`config.mk`:
```
export PLATFORM = sky130hd
export DESIGN_NAME = hlsm_arbiter
export DESIGN_NICKNAME = d
export VERILOG_FILES = /design/src/rtl/hlsm_arbiter.sv
export SDC_FILE = /design/constraint.sdc
export NUM_CORES = 1
export LEC_CHECK = 0
export BUFFER_PORTS_ARGS = -buffer_cell sky130_fd_sc_hd__buf_4
export CORE_ASPECT_RATIO = 1.75
export CORE_MARGIN = 3
export CORE_UTILIZATION = 41
export DETAILED_ROUTE_END_ITERATION = 7
export PLACE_DENSITY_LB_ADDON = 0.1
export RECOVER_POWER = 100
export SYNTH_ARGS = -nofsm -noshare
export SYNTH_HDL_FRONTEND = slang
export SYNTH_SLANG_ARGS = --single-unit
```
`constraint.sdc`:
```
create_clock -name clk -period 1.5 [get_ports clk]
set_input_delay 0.15 -clock clk [delete_from_list [all_inputs] [get_ports clk]]
set_output_delay 0.15 -clock clk [all_outputs]
set_load 0.05 [all_outputs]
```
`src/rtl/hlsm_arbiter.sv`:
```
// Round-robin scheduler sharing one HLSM compare datapath among N requesters.
// Latches the winner's operands, pulses b for HOLD cycles, returns Do/Eo with a done pulse.
module hlsm_arbiter #(
    parameter int unsigned N       = 4,
    parameter int unsigned W       = 4,
    parameter int unsigned HOLD    = 3,
    parameter int unsigned RECOVER = 2
) (
    input  logic             clk,
    input  logic             rst,
    input  logic [N-1:0]     req,
    input  logic [N*W-1:0]   Di_req,
    input  logic [N*W-1:0]   Ei_req,
    input  logic [N*W-1:0]   F_req,
    output logic [N-1:0]     gnt,
    output logic [N-1:0]     done,
    output logic [W-1:0]     Do_res,
    output logic [W-1:0]     Eo_res,
    output logic             busy,
    output logic             b_h,
    output logic [W-1:0]     Di_h,
    output logic [W-1:0]     Ei_h,
    output logic [W-1:0]     F_h,
    input  logic [W-1:0]     Do_h,
    input  logic [W-1:0]     Eo_h
);

    localparam int unsigned IW   = (N > 1) ? $clog2(N) : 1;
    localparam int unsigned CMAX = (HOLD > RECOVER) ? HOLD : RECOVER;
    localparam int unsigned CW   = $clog2(CMAX + 1);

    typedef enum logic [1:0] {
        S_IDLE,
        S_LAUNCH,
        S_RECOVER
    } state_t;

    state_t          state, state_nxt;
    logic [IW-1:0]   ptr, ptr_nxt;
    logic [IW-1:0]   gidx, gidx_nxt;
    logic [CW-1:0]   cnt, cnt_nxt;
    logic [N-1:0]    gnt_nxt, done_nxt;
    logic            b_nxt;
    logic [W-1:0]    di_nxt, ei_nxt, f_nxt, do_nxt, eo_nxt;

    logic            pick_found;
    logic [IW-1:0]   pick_idx;
    logic [IW-1:0]   cidx;

    // First pending requester at or after ptr, wrapping upward.
    always_comb begin
        pick_found = 1'b0;
        pick_idx   = '0;
        cidx       = '0;
        for (int k = 0; k < int'(N); k++) begin
            cidx = IW'((int'(ptr) + k) % int'(N));
            if (!pick_found && req[cidx]) begin
                pick_found = 1'b1;
                pick_idx   = cidx;
            end
        end
    end

    always_ff @(posedge clk) begin
        if (rst) begin
            state  <= S_IDLE;
            ptr    <= '0;
            gidx   <= '0;
            cnt    <= '0;
            gnt    <= '0;
            done   <= '0;
            b_h    <= 1'b0;
            busy   <= 1'b0;
            Di_h   <= '0;
            Ei_h   <= '0;
            F_h    <= '0;
            Do_res <= '0;
            Eo_res <= '0;
        end else begin
            state  <= state_nxt;
            ptr    <= ptr_nxt;
            gidx   <= gidx_nxt;
            cnt    <= cnt_nxt;
            gnt    <= gnt_nxt;
            done   <= done_nxt;
            b_h    <= b_nxt;
            busy   <= (state_nxt != S_IDLE);
            Di_h   <= di_nxt;
            Ei_h   <= ei_nxt;
            F_h    <= f_nxt;
            Do_res <= do_nxt;
            Eo_res <= eo_nxt;
        end
    end

    always_comb begin
        state_nxt = state;
        ptr_nxt   = ptr;
        gidx_nxt  = gidx;
        cnt_nxt   = cnt;
        gnt_nxt   = gnt;
        done_nxt  = '0;
        b_nxt     = b_h;
        di_nxt    = Di_h;
        ei_nxt    = Ei_h;
        f_nxt     = F_h;
        do_nxt    = Do_res;
        eo_nxt    = Eo_res;

        case (state)
            S_IDLE: begin
                if (pick_found) begin
                    gnt_nxt   = N'(1) << pick_idx;
                    gidx_nxt  = pick_idx;
                    di_nxt    = Di_req[pick_idx*W +: W];
                    ei_nxt    = Ei_req[pick_idx*W +: W];
                    f_nxt     = F_req[pick_idx*W +: W];
                    b_nxt     = 1'b1;
                    cnt_nxt   = '0;
                    state_nxt = S_LAUNCH;
                end
            end
            S_LAUNCH: begin
                if (cnt == CW'(HOLD - 1)) begin
                    do_nxt    = Do_h;
                    eo_nxt    = Eo_h;
                    done_nxt  = gnt;
                    b_nxt     = 1'b0;
                    cnt_nxt   = '0;
                    state_nxt = S_RECOVER;
                end else begin
                    cnt_nxt = cnt + CW'(1);
                end
            end
            S_RECOVER: begin
                // Give the HLSM time to settle back to idle before re-arbitrating.
                if (cnt == CW'(RECOVER - 1)) begin
                    gnt_nxt   = '0;
                    cnt_nxt   = '0;
                    state_nxt = S_IDLE;
                    if (gidx == IW'(N - 1)) begin
                        ptr_nxt = '0;
                    end else begin
                        ptr_nxt = gidx + IW'(1);
                    end
                end else begin
                    cnt_nxt = cnt + CW'(1);
                end
            end
            default: begin
                state_nxt = S_IDLE;
            end
        endcase
    end

endmodule

```
==> results.json <==
{
  "run_status": "finished, violations left",
  "failed_checks": "setup timing",
  "rsz0062_at_grt": "true",
  "drt_first_pass_iters": 5,
  "critPathMaxStageDelay_ps": 360,
  "synthSimpleGateAreaFrac": 0.197,
  "finalHoldViolCount": 0,
  "h-tree-depth": 2,
  "r2r_slack_ps": -30,
  "cp.arrival_ps": 1740,
  "drive_above_1_share": 0.396,
  "post-route-min-period_ps": 1530,
  "finalClockSkew_ps": 7.78,
  "period_share": 1.02,
  "rr_endpoint": "F_h[3]",
  "post-place-ws_ps": -400,
  "grt.total_usage": 0.223,
  "cp_top_family": "compound AO/OA/AOI/OAI gates",
  "ys_ff_latch": 38,
  "synth.mux.area_fraction": 0.0104,
  "syn_area_per_cell_um2": 8.81,
  "nFillCells": 420,
  "r2r_start": "ptr[0]",
  "clk_path_buf_depth": 2,
  "min_to": "Do_res[3]",
  "crit_cells": 7,
  "ant_nets": 0,
  "maxCapViolCount": 0,
  "ys_async_sr_fraction": 0,
  "wl_per_cell_um": 16.5,
  "synthCells": 218,
  "io_buffer_count": 91,
  "drc": 0,
  "fin_nets": 392,
  "synthesis.nets": 285,
  "synth_compound_area_frac": 0.285,
  "setup.worst_path.start": "ptr[0]",
  "crit_path_max_fanout": 6,
  "leakage_nw": 1.23,
  "grt_pass1_wl_mm": 9.43,
  "clockRootBuffer": "clkbuf_8",
  "yosysWarnings": 0,
  "final_cell_mix": "78 x buf_4, 35 x dfxtp_1, 32 x clkbuf_1",
  "power.density_nw_per_um2": 976,
  "fmax_ghz": 0.655,
  "ys.flop_type": "dfxtp_1",
  "fin_cells": 377,
  "ir_drop_mv": 0.767,
  "grt_antenna_before_repair": 0,
  "die_area_um2": 5570,
  "tightest_slew_ps": 678,
  "areaGrowthSynthToFinish_pct": 49.7,
  "syn-cell-area_um2": 1920,
  "synth_xor_area_frac": 0,
  "synth_top_family_by_area": "compound AO/OA/AOI/OAI gates",
  "clk_latency_ps": 300,
  "grt_start_max_net_pins": 21,
  "setup_viol": 8,
  "core_area_um2": 4440,
  "crit_path_end_kind": "flip-flop",
  "clock_sinks": 38,
  "relSlewSlack": 0.550,
  "cp.required_ps": 1720,
  "num_rows": 32,
  "fin_ws_ps": -27.6,
  "yosysSeqAreaShare": 0.396,
  "hp-class": "in -> reg",
  "gp_congestion": 0.836,
  "cp_slowest_cell": "dfxtp_2",
  "die_w_um": 57.7,
  "multiInputGateArea_um2": 1130,
  "io-pin-count": 92,
  "initial_core_util": 0.432,
  "viasPerCell": 5.58,
  "whs_path_depth": 3,
  "clk_pin_slew_worst_paths_ps": 80,
  "grt_pass1_vias": 1982,
  "dp_hpwl_mm": 4.43,
  "dp_cells": 366,
  "overflow": 0,
  "maxSlewViolCount": 0,
  "layout_commonest_cell": "buf_4",
  "wirelength_mm": 6.21,
  "cp_num_buf_inv": 2,
  "n_antenna_cell": 0,
  "tritoncts": "yes",
  "fin_tns_setup_ps": -129,
  "numCtsBuffers": 5,
  "ys_types": 40,
  "drt_iter0_drc": 126,
  "seq_area_um2": 767,
  "worstSetupStartpointType": "flip-flop",
  "synth-edff-count": 0,
  "critical_path_class": "reg -> reg",
  "dr_total_vias": 2103,
  "hp-start": "Do_h[3]",
  "die_h_um": 96.5,
  "reg2regPathDepth": 7,
  "cts-hold-fix-buffers": 0,
  "path_cells": "buf_6, nand2b_4, nand3_2, o21ai_2, buf_4, nand2_1, a311oi_2",
  "total_power_mw": 2.81,
  "synth_fa_ha_area_frac": 0.0326
}
[sequential cells by signal, summed over array words and instances, names as in the netlist]
signal and count:
Eo_res 4, F_h 4, Di_h 4, gidx 2, b_h 1, done 4
state 2, Ei_h 4, cnt 2, busy 1, Do_res 4, ptr 2
gnt 4
[worst max path at each step]
stage / to / slack (ps)
finish: F_h[3] / -30
global route: F_h[0] / -140
CTS: Ei_h[3] / -10
detailed placement: Ei_h[0] / -400
global placement: Ei_h[1] / -330
floorplan: Di_h[2] / -20
[cell type report]
cell class                      count  share of cell area
Timing Repair Buffer              116               0.270
Multi-Input combinational cell    157               0.393
Clock inverter                      3              0.0139
Inverter                            7              0.0100
Clock buffer                        5              0.0239
Tap cell                           51              0.0222
Sequential cell                    38               0.267
[synth_stat cells (4+ instances only)]
master | n | share of area
ha_1 | 5 | 0.033
a21oi_1 | 19 | 0.050
nand2b_1 | 4 | 0.013
dfxtp_1 | 38 | 0.40
nor3b_1 | 4 | 0.016
a311oi_2 | 9 | 0.070
nor3_1 | 4 | 0.010
clkbuf_1 | 7 | 0.014
nand2_1 | 30 | 0.059
o21ai_0 | 7 | 0.018
inv_1 | 7 | 0.014
a222oi_1 | 12 | 0.063
nor2_1 | 30 | 0.059
[power by group]
group | switching, mW | internal [mW] | total, mW
Combinational | 0.496 | 0.310 | 0.806
Clock | 0.391 | 0.490 | 0.881
Sequential | 0.0422 | 1.08 | 1.12
[per-layer routing]
metal / global-route usage / wire, um / vias up
li1: - / - / 1021
met1: 0.219 / 2140 / 971
met2: 0.434 / 3510 / 95
met3: 0.0465 / 368 / 16
met4: 0.101 / 193 / 0
met5: 0 / 0 / -
[worst reg2reg max path, delay by kind of cell, from the launching register on]
kind | cells | cell delay, ps
AND/OR/NAND/NOR | 3 | 300
flip-flops | 1 | 360
AO/OA/AOI/OAI | 2 | 460
buffers and inverters | 2 | 330
[stage by stage]
stage                     cell area (um^2)  utilization  hold WS, ps
after floorplan                       1970            -          286
after global placement                2760        0.621          396
after detailed placement              2760        0.621          409
after CTS                             2960        0.666         99.0
after global routing                  2880        0.647         99.2
final                                 2880        0.647         98.7
[cells by family (layout without fill, tap and decap cells)]
family | Yosys count | in the layout
simple gates | 83 | 83
buf+inv | 24 | 131
compound gates | 66 | 67
flops | 38 | 38
mux | 2 | 2
fa+ha+maj | 5 | 5
[repair_timing]
item | CTS | global route
endpoints found under the setup margin | 16 | 22
pin swaps | 7 | 5
resized for setup | 19 | 15
gates cloned | 2 | 0
buffers inserted | 0 | 1
No activity file was read; power rests on OpenSTA's default activity.
